<file path="src/rtl/dnn_weight_sequencer.sv">
// Weight-load and bring-up sequencer for the dense DNN: streams weight beats,
// releases each layer from reset with its first beat, then counts frames while live.
module dnn_weight_sequencer #(
    parameter int NumLayers               = 2,
    parameter int MaxNumNerves            = 5,
    parameter int M_W_BitSize             = 4,
    parameter int LNI [NumLayers-1:0]     = '{4, 5},
    parameter int FrameCntBits            = 16
) (
    input  logic                                  clk,
    input  logic                                  res_n,
    input  logic                                  start,
    input  logic                                  abort,
    input  logic                                  w_valid,
    input  logic [MaxNumNerves*M_W_BitSize-1:0]   w_data,
    output logic                                  w_ready,
    output logic [MaxNumNerves*M_W_BitSize-1:0]   out_weights,
    output logic [NumLayers-1:0]                  layer_en,
    output logic                                  fl_res,
    input  logic                                  dnn_done,
    output logic                                  load_done,
    output logic                                  frame_done,
    output logic [FrameCntBits-1:0]               frame_cnt,
    output logic                                  err
);

    localparam int WW    = MaxNumNerves * M_W_BitSize;
    localparam int IdxW  = (NumLayers > 1) ? $clog2(NumLayers) : 1;
    localparam int BeatW = 16;

    typedef enum logic [1:0] {
        ST_IDLE = 2'd0,
        ST_LOAD = 2'd1,
        ST_RUN  = 2'd2,
        ST_ERR  = 2'd3
    } state_t;

    state_t                  state_r;
    logic [IdxW-1:0]         layer_idx_r;
    logic [BeatW-1:0]        beat_cnt_r;
    logic                    w_ready_r;
    logic [WW-1:0]           out_weights_r;
    logic [NumLayers-1:0]    layer_en_r;
    logic                    fl_res_r;
    logic                    load_done_r;
    logic                    frame_done_r;
    logic [FrameCntBits-1:0] frame_cnt_r;
    logic                    err_r;
    logic                    beat_last_s;
    logic                    layer_last_s;

    // Layer j's beat count lives in LNI[NumLayers-1-j]; returns its last beat index.
    function automatic logic [BeatW-1:0] last_beat(input logic [IdxW-1:0] idx);
        logic [BeatW-1:0] r;
        r = {BeatW{1'b0}};
        for (int j = 0; j < NumLayers; j++) begin
            if (idx == IdxW'(j)) begin
                r = BeatW'(LNI[NumLayers-1-j] - 1);
            end
        end
        return r;
    endfunction

    assign beat_last_s  = (beat_cnt_r == last_beat(layer_idx_r));
    assign layer_last_s = (layer_idx_r == IdxW'(NumLayers - 1));

    // Sequencer FSM with all outputs registered.
    always_ff @(posedge clk or negedge res_n) begin
        if (!res_n) begin
            state_r       <= ST_IDLE;
            layer_idx_r   <= {IdxW{1'b0}};
            beat_cnt_r    <= {BeatW{1'b0}};
            w_ready_r     <= 1'b0;
            out_weights_r <= {WW{1'b0}};
            layer_en_r    <= {NumLayers{1'b0}};
            fl_res_r      <= 1'b0;
            load_done_r   <= 1'b0;
            frame_done_r  <= 1'b0;
            frame_cnt_r   <= {FrameCntBits{1'b0}};
            err_r         <= 1'b0;
        end else begin
            out_weights_r <= {WW{1'b0}};
            fl_res_r      <= 1'b0;
            frame_done_r  <= 1'b0;
            if (abort) begin
                state_r     <= ST_IDLE;
                w_ready_r   <= 1'b0;
                layer_en_r  <= {NumLayers{1'b0}};
                load_done_r <= 1'b0;
            end else begin
                case (state_r)
                    ST_IDLE: begin
                        if (start) begin
                            state_r     <= ST_LOAD;
                            layer_idx_r <= {IdxW{1'b0}};
                            beat_cnt_r  <= {BeatW{1'b0}};
                            err_r       <= 1'b0;
                            frame_cnt_r <= {FrameCntBits{1'b0}};
                            w_ready_r   <= 1'b1;
                        end
                    end
                    ST_LOAD: begin
                        if (w_valid) begin
                            out_weights_r <= w_data;
                            if (beat_cnt_r == {BeatW{1'b0}}) begin
                                layer_en_r[layer_idx_r] <= 1'b1;
                            end
                            if (beat_last_s) begin
                                beat_cnt_r <= {BeatW{1'b0}};
                                if (layer_last_s) begin
                                    state_r     <= ST_RUN;
                                    w_ready_r   <= 1'b0;
                                    load_done_r <= 1'b1;
                                    fl_res_r    <= 1'b1;
                                end else begin
                                    layer_idx_r <= layer_idx_r + IdxW'(1);
                                end
                            end else begin
                                beat_cnt_r <= beat_cnt_r + BeatW'(1);
                            end
                        end else if (beat_cnt_r != {BeatW{1'b0}}) begin
                            // Arrays cannot stall mid-layer: a gap here is fatal to the load.
                            state_r    <= ST_ERR;
                            err_r      <= 1'b1;
                            w_ready_r  <= 1'b0;
                            layer_en_r <= {NumLayers{1'b0}};
                        end
                    end
                    ST_RUN: begin
                        if (dnn_done) begin
                            frame_cnt_r  <= frame_cnt_r + FrameCntBits'(1);
                            frame_done_r <= 1'b1;
                        end
                    end
                    ST_ERR: begin
                        if (start) begin
                            state_r     <= ST_LOAD;
                            layer_idx_r <= {IdxW{1'b0}};
                            beat_cnt_r  <= {BeatW{1'b0}};
                            err_r       <= 1'b0;
                            w_ready_r   <= 1'b1;
                        end
                    end
                    default: begin
                        state_r    <= ST_IDLE;
                        w_ready_r  <= 1'b0;
                        layer_en_r <= {NumLayers{1'b0}};
                    end
                endcase
            end
        end
    end

    assign w_ready     = w_ready_r;
    assign out_weights = out_weights_r;
    assign layer_en    = layer_en_r;
    assign fl_res      = fl_res_r;
    assign load_done   = load_done_r;
    assign frame_done  = frame_done_r;
    assign frame_cnt   = frame_cnt_r;
    assign err         = err_r;

endmodule

</file>
<file path="config.mk">
export PLATFORM = sky130hd
export DESIGN_NAME = dnn_weight_sequencer
export DESIGN_NICKNAME = d
export VERILOG_FILES = /design/src/rtl/dnn_weight_sequencer.sv
export SDC_FILE = /design/constraint.sdc
export NUM_CORES = 1
export LEC_CHECK = 0
export CAP_MARGIN = 20
export CORE_MARGIN = 2
export CORE_UTILIZATION = 50
export DETAILED_ROUTE_END_ITERATION = 10
export PLACE_DENSITY = 0.81
export SYNTH_ARGS = -nofsm -noshare
export SYNTH_HDL_FRONTEND = slang
export SYNTH_SLANG_ARGS = --single-unit
</file>
<file path="constraint.sdc">
create_clock -name clk -period 2.7 [get_ports clk]
set_input_delay 0.405 -clock clk [delete_from_list [all_inputs] [get_ports clk]]
set_output_delay 0.405 -clock clk [all_outputs]
set_load 0.005 [all_outputs]
</file>
# [Word-level counts from Yosys, hierarchy flattened]
# Cells that the tools add are included.
[op_classes] add_sub_neg=3 magnitude_cmp=2 n_eq_ne=16 n_mux=52 bitwise=2 reduce_logical=20
[ops] operator="$mux W16" n=4
[ops] operator="$pmux W16 S2" n=2
[ops] operator="$mux W20" n=3
[ops] operator="$add A16 B1 Y16 const B" n=2
[ops] operator="$mux W1" n=26
[ops] operator="$mux W2" n=11
[ops] operator="$eq A16 B16 Y1" n=1
[ops] operator="$logic_not A16 Y1" n=1
[ops] operator="$reduce_bool A16 Y1" n=1
[ops] operator="$reduce_and A5 Y1" n=3
[ops] operator="$ne A2 B2 Y1 const B" n=6
[ops] operator="$ne A4 B4 Y1 const B" n=3
[ops] operator="$reduce_and A4 Y1" n=3
[ops] operator="$reduce_bool A2 Y1" n=6
[ops] operator="$pmux W1 S2" n=3
[ops] operator="$reduce_bool A3 Y1" n=2
[ops] operator="$eq A2 B2 Y1 const B" n=2
[ops] operator="$pmux W2 S2" n=1
[ops] operator="$mux W3" n=1
[ops] operator="$ne A3 B1 Y1 const B" n=1
[ops] operator="$ne A3 B2 Y1 const B" n=1
[ops] operator="$reduce_and A3 Y1" n=1
[ops] operator="$eq A2 B1 Y1 const B" n=1
[ops] operator="$logic_not A2 Y1" n=1
[ops] operator="other kinds (9)" n=9
[word_totals] ff_bits=62 output_inout_bits=43 wordCells=106

# [Logic depth before layout (Yosys ltp)]
# Gate-level depths: netlist of the first run.
[logic_depth] ltp_word=9 ltp_mapped=9

# [Worst setup path before layout of the first run]
# Ideal clock, no wire load.
[synth_path] kind="reg-to-reg" startpoint="register state_r[0]" endpoint="register frame_cnt_r[7] (netlist: frame_cnt[7])" arrival_ps=1962 required_time_ps=2568 path_slack_ps=606 path_stages_with_launch=10 synth_period_minus_slack_ps=2094 path_cell_list="dfrtp_1 -> inv_1 -> ha_1 -> buf_2 -> nor2b_1 -> a2111o_1 -> buf_2 -> nor4_1 -> xnor2_1 -> nor2_1"
[synth_between] elab_chain_cells=3 word_cells_on_any_way=7 cone_classes="eq/ne: 3; mux: 1; reduce/logical: 3"
[synth_lines] element="start: declaration" line="38" rtl="state_t state_r;"
[synth_lines] element="start signal: assignment" line="70" rtl="state_r <= ST_IDLE;"
[synth_lines] element="start signal: assignment" line="86" rtl="state_r <= ST_IDLE;"
[synth_lines] element="start signal: assignment" line="94" rtl="state_r <= ST_LOAD;"
[synth_lines] element="$eq A2 B2 Y1 or $logic_not A2 Y1 (tied branches)" line="91" rtl="case (state_r)"
[synth_lines] element="$ne A2 B2 Y1 (no source line) or $reduce_bool A2 Y1 (tied branches)"
[synth_lines] element="$reduce_and A4 Y1 (no source line)"
[synth_lines] element="end signal: assignment" line="79" rtl="frame_cnt_r <= {FrameCntBits{1'b0}};"
[synth_lines] element="end signal: assignment" line="98" rtl="frame_cnt_r <= {FrameCntBits{1'b0}};"
[synth_lines] element="end signal: assignment" line="131" rtl="frame_cnt_r <= frame_cnt_r + FrameCntBits'(1);"
[synth_lines] element="end: declaration" line="47" rtl="logic [FrameCntBits-1:0] frame_cnt_r;"
# Parallel ways exist; a longest one is shown, timed or not.
# A chain may end at the register's enable or synchronous reset.

# [Worst setup path after layout of the first run]
[layout_path] startpoint="register state_r[0]" endpoint="register frame_cnt_r[15] (netlist: frame_cnt[15])"
# Same word-level chain as after synthesis.

==> impl_metrics.ini, run 1 <==
[finish]
syn_to_final_growth_pct = 32.3
antennaDiodeCount = 0
fin_nets = 405
instances_no_fill = 453
layout-drive-gt1-share_pct = 10.3

[global_route]
grt_use_total_pct = 21.8
grt_max_degree = 38
antenna_found_initial = 0
grt_pass1_wl_um = 11000
first_global_vias = 2403
overflow = 0

[setup_path]
start_kind = register
crit_type = register to register
worst_setup_path_end_kind = register
r2r_start = state_r[0]
r2r-end = frame_cnt[15]
critPathMaxFanout = 14
required_ns = 2.93
reg2reg_setup_slack_ns = 0.43
cpPeakStageDelay_ns = 0.53
crit_chain = inv_1, ha_1, o21ai_0, a2111o_1, nor4_1, xnor2_1, nor2_1
crit_arrival_ns = 2.50
slowest_stage = a2111o_1
reg2reg_depth = 7

[timing]
max_freq_ghz = 0.440
maxSlewViolCount = 0
clock_skew_ns = 0.00680
setup_viol = 0
finalCritPeriodShare_pct = 84.1
tightestPinTransition_ns = 0.833
hold_violations = 0
rsz0062_at_grt = false
slew_headroom_pct = 44.4
setup_tns_ns = 0
period_minus_slack_ns = 2.27

[floorplanning]
die_w_um = 81.7
core.rowCount = 28
dieArea_um2 = 6670
die_height_um = 81.7
core_area_um2 = 5890
pin_count = 69
initial_core_util_pct = 51.2

[synthesis]
yosys-top-cells-count = dfrtp_1, nor2_1, and2_1
ys_types = 48
synthCells = 298
yosysWarnings = 0
synthTopCellsByArea = dfrtp_1, and2_1, xnor2_1
synth_area_per_cell_um2 = 10.1
synth.most_common_cell = dfrtp_1
yosys.area.top_type_share_pct = 51.5
syn-cell-area_um2 = 3020
ys_ff_latch = 62
yosysTopAreaCell = dfrtp_1
ys_seq_area_share_pct = 51.5
synth_nets = 330
async_flop_share_pct = 100
synth_top_flop_cell = dfrtp_1
synth-edff-count = 0

[clock_tree]
clkLatencyLatePin_ns = 0.34
holdBufCountCts = 0
cts_buffers = 9
ctsResizeCount = 0
root_buffer = clkbuf_8
cts_tree = yes
cts.sinks = 62
clk_transition_reported_paths_ns = 0.07
post_cts_buffers = 0
clock_tree.buffer_depth = 2
htreeDepth = 3

[power]
vdd_drop_max_v = 0.000382
power.leakage_nw = 1.73
seqPwrFrac_pct = 41.4
clkPwrFrac_pct = 26.9
switching_share_pct = 34.4
p_switching_uw = 968
power.density_nw_per_um2 = 706
p_comb_share_pct = 31.7
internal-power_mw = 1.85

[worst_hold_path]
hp-class = input port to async pin

[routing]
ant_nets = 0
drtIter0Drc = 110
routedWlPerCell_um = 14.9
first_pass_iters = 4
route.vias.total = 2498
drc = 0
vias_per_cell = 5.51
drt-total-wl_um = 6740

[placed_design]
placed_cells = 437
dpl.hpwl_um = 4740
gp_congestion = 0.828
io_buffers = 68

[status]
status = finished clean

[flow_run]
maxCapViolations = 0
==> how the worst max path moves through the flow <==
stage | start | end | slack (ns) | cells past startpoint
finish | state_r[0] | frame_cnt[15] | 0.43 | 7
floorplan | state_r[0] | frame_cnt[7] | 0.61 | 9
detailed placement | dnn_done | frame_cnt[14] | 0.33 | 6
global route | state_r[0] | frame_cnt[10] | 0.23 | 7
CTS | state_r[0] | frame_cnt[15] | 0.41 | 7
global placement | dnn_done | frame_cnt[15] | 0.38 | 6
==> layout by cell type (no fill, tap or decap), drive strengths merged, types with 3 or more instances in the layout <==
cell	count
a21oi	10
a22o	8
a31oi	5
and2	20
and3	7
and4	4
buf	9
clkbuf	12
clkdlybuf4s50	67
dfrtp	62
ha	6
inv	14
mux2	4
nand2	18
nand2b	3
nand3	11
nand4	7
nor2	27
nor2b	8
nor3	12
nor4	9
o21ai	14
o31ai	4
or3	3
xnor2	12
==> through the flow <==
stage	utilization, %	power, mW	setup WS, ns	cell area (um2)	hold slack [ns]
after floorplan	-	1.71	0.606	3020	0.109
after global placement	64.6	2.04	0.383	3800	0.491
after detailed placement	64.6	2.08	0.330	3800	0.500
after CTS	67.8	2.83	0.406	3990	0.192
after global routing	67.8	2.99	0.230	3990	0.220
final	67.8	2.82	0.428	3990	0.158
==> logic make-up after synthesis <==
family / synth area share, %
AND/OR/NAND/NOR: 25.1
flip-flops: 51.5
AO/OA/AOI/OAI: 11.9
buffers and inverters: 3.20
XOR/XNOR: 3.49
multiplexers: 2.41
adder cells (fa/ha/maj): 2.49
==> critical path: cells and delay by family (launching register included) <==
| kind | cells | cell delay (ns) |
|---|---|---|
| XOR/XNOR | 1 | 0.16 |
| adder cells (fa/ha/maj) | 1 | 0.38 |
| AO/OA/AOI/OAI | 2 | 0.68 |
| AND/OR/NAND/NOR | 2 | 0.45 |
| buffers and inverters | 1 | 0.09 |
| flip-flops | 1 | 0.40 |
==> state kept, by name (all words and copies together) (netlist names) <==
| register | count |
|---|---|
| state_r | 2 |
| layer_idx_r | 1 |
| beat_cnt_r | 16 |
| out_weights | 20 |
| err | 1 |
| frame_cnt | 16 |
| fl_res | 1 |
| layer_en | 2 |
| w_ready | 1 |
| load_done | 1 |
| frame_done | 1 |
==> routing by layer <==
layer / vias to the layer above / wire, um / global-route usage (%)
li1: 1206 / - / -
met1: 1211 / 2880 / 27.3
met2: 72 / 3420 / 36.4
met3: 9 / 334 / 4.07
met4: 0 / 104 / 10.7
met5: - / 0 / 0
==> power by group through the flow <==
stage          clock [mW]  combinational [mW]  sequential, mW
2_1_floorplan           0               0.551            1.16
3_3_place_gp            0               0.864            1.18
3_5_place_dp            0               0.895            1.18
4_1_cts             0.771               0.898            1.17
5_1_grt             0.816               0.985            1.19
6_report            0.758               0.893            1.17
==> final cells by class <==
cell class | count | area (um2)
clock inverters | 4 | 30.0
flip-flops and latches | 62 | 1550
multi-input cells | 211 | 1370
well taps | 75 | 93.8
repair buffers | 76 | 736
fillers | 469 | 1900
inverters | 13 | 48.8
clock buffers | 12 | 155
No activity file was read; power rests on OpenSTA's default activity.
==> inputs of run 2 (changes only) <==
==> constraint.sdc (replaced) <==
create_clock -name clk -period 2.4 [get_ports clk]
set_input_delay 0.36 -clock clk [delete_from_list [all_inputs] [get_ports clk]]
set_output_delay 0.36 -clock clk [all_outputs]
set_load 0.005 [all_outputs]
==> run 2 against run 1 <==
Compared with the run above:
- final area rose by 1.1%
- first-iteration DRC count grew 92%
- via count down 1.0%
- critical path type unchanged
- critical endpoint is now state_r[0]
==> impl_metrics.ini, run 2 (synthesis gave the netlist of run 1 again) <==
[routing]
vias_per_cell = 5.39
drc = 0
route.vias.total = 2473
ant_nets = 0
first_pass_iters = 4
drt-total-wl_um = 6700
routedWlPerCell_um = 14.6
drtIter0Drc = 211

[flow_run]
maxCapViolations = 0

[clock_tree]
clk_transition_reported_paths_ns = 0.07
root_buffer = clkbuf_8
cts_tree = yes
htreeDepth = 3
ctsResizeCount = 0
clkLatencyLatePin_ns = 0.33
cts.sinks = 62
cts_buffers = 9
post_cts_buffers = 0
holdBufCountCts = 0
clock_tree.buffer_depth = 2

[timing]
setup_viol = 0
slew_headroom_pct = 63.0
tightestPinTransition_ns = 0.555
max_freq_ghz = 0.461
rsz0062_at_grt = false
fin_hold_ws_ns = 0.0929
period_minus_slack_ns = 2.17
maxSlewViolCount = 0
hold_violations = 0
setup_ws_ns = 0.231
finalCritPeriodShare_pct = 90.4
clock_skew_ns = 0.00865
setup_tns_ns = 0

[floorplanning]
initial_core_util_pct = 51.2
core_area_um2 = 5890
die_height_um = 81.7
die_w_um = 81.7
pin_count = 69
dieArea_um2 = 6670
core.rowCount = 28

[power]
switching_share_pct = 33.1
seqPwrFrac_pct = 40.0
clkPwrFrac_pct = 26.8
p_comb_share_pct = 33.2
internal-power_mw = 2.17
power.leakage_nw = 1.76
power.density_nw_per_um2 = 804
p_switching_mw = 1.07
vdd_drop_max_v = 0.000532

[global_route]
first_global_vias = 2346
overflow = 0
grt_use_total_pct = 21.6
grt_max_degree = 45
grt_pass1_wl_um = 10900
antenna_found_initial = 0

[worst_hold_path]
hp-class = input port to async pin

[finish]
syn_to_final_growth_pct = 33.7
mostFrequentLayoutCells = clkdlybuf4s50_1, dfrtp_1, nor2_1
largest_register_ffs = 20
fin_nets = 411
layout-drive-gt1-share_pct = 11.2
finalInstanceArea_um2 = 4030
final_util_pct = 68.5
final_common_cell = clkdlybuf4s50_1
antennaDiodeCount = 0
fillers = 469

[setup_path]
worst_setup_path_end_kind = register
start_kind = register
crit_arrival_ns = 2.39
critPathMaxFanout = 6
crit_type = register to register
required_ns = 2.62
reg2reg_depth = 5

[placed_design]
io_buffers = 68
placed_area_um2 = 3850
gp_congestion = 0.861
dpl.hpwl_um = 4820
preCtsSetupSlack_ns = 0.178

[status]
status = finished clean
## run 2: cell types whose count changed in the layout (fill, tap and decap cells not counted)
cell and change:
bufinv_16 +1, clkinv_2 +1, clkbuf_8 -2, inv_6 -1
clkbuf_1 +2, buf_4 +6, clkinv_4 -1
## run 2: layout make-up
class | instances | area (um2) | share of cell area, %
Sequential cell | 62 | 1550 | 38.5
Multi-Input combinational cell | 211 | 1370 | 34.1
Timing Repair Buffer | 82 | 781 | 19.4
Clock buffer | 12 | 135 | 3.35
Tap cell | 75 | 93.8 | 2.33
Inverter | 13 | 48.8 | 1.21
Clock inverter | 4 | 47.5 | 1.18
## run 2: final timing paths
check | startpoint | to | slack (ns)
worst max-delay path | beat_cnt_r[12] | state_r[0] | 0.23
worst min-delay path | res_n | state_r[1] | 0.09
worst max register to register | beat_cnt_r[12] | state_r[0] | 0.23
worst min register to register | err | err | 0.51
max in group asynchronous | res_n | out_weights[6] | 1.63
min in group clk | err | err | 0.51
## run 2: per-layer routing
layer | vias to the layer above | GRT usage, % | part of all wire (%)
met3 | 12 | 4.40 | 5.1
met4 | 0 | 11.0 | 2.1
met5 | - | 0 | 0
li1 | 1212 | - | -
met2 | 84 | 35.3 | 49
met1 | 1165 | 27.0 | 44
## run 2: through the flow
step           instances  power (mW)
6_report             459        3.24
2_1_floorplan        298        1.93
5_1_grt              459        3.44
3_5_place_dp         443        2.38
3_3_place_gp         443        2.36
4_1_cts              459        3.26
## run 2: critical path, stage by stage (launching register included)
cell and delay, ns:
dfrtp_1 0.42, nor4_2 0.38, nand4_2 0.22, or2_4 0.30, a221o_2 0.44, mux2_4 0.30
## run 2: power by group through the flow
stage | Sequential [mW] | Combinational, mW | Clock, mW
detailed placement | 1.31 | 1.07 | 0
finish | 1.30 | 1.07 | 0.869
global route | 1.32 | 1.19 | 0.938
global placement | 1.31 | 1.05 | 0
floorplan | 1.31 | 0.620 | 0
CTS | 1.29 | 1.07 | 0.891
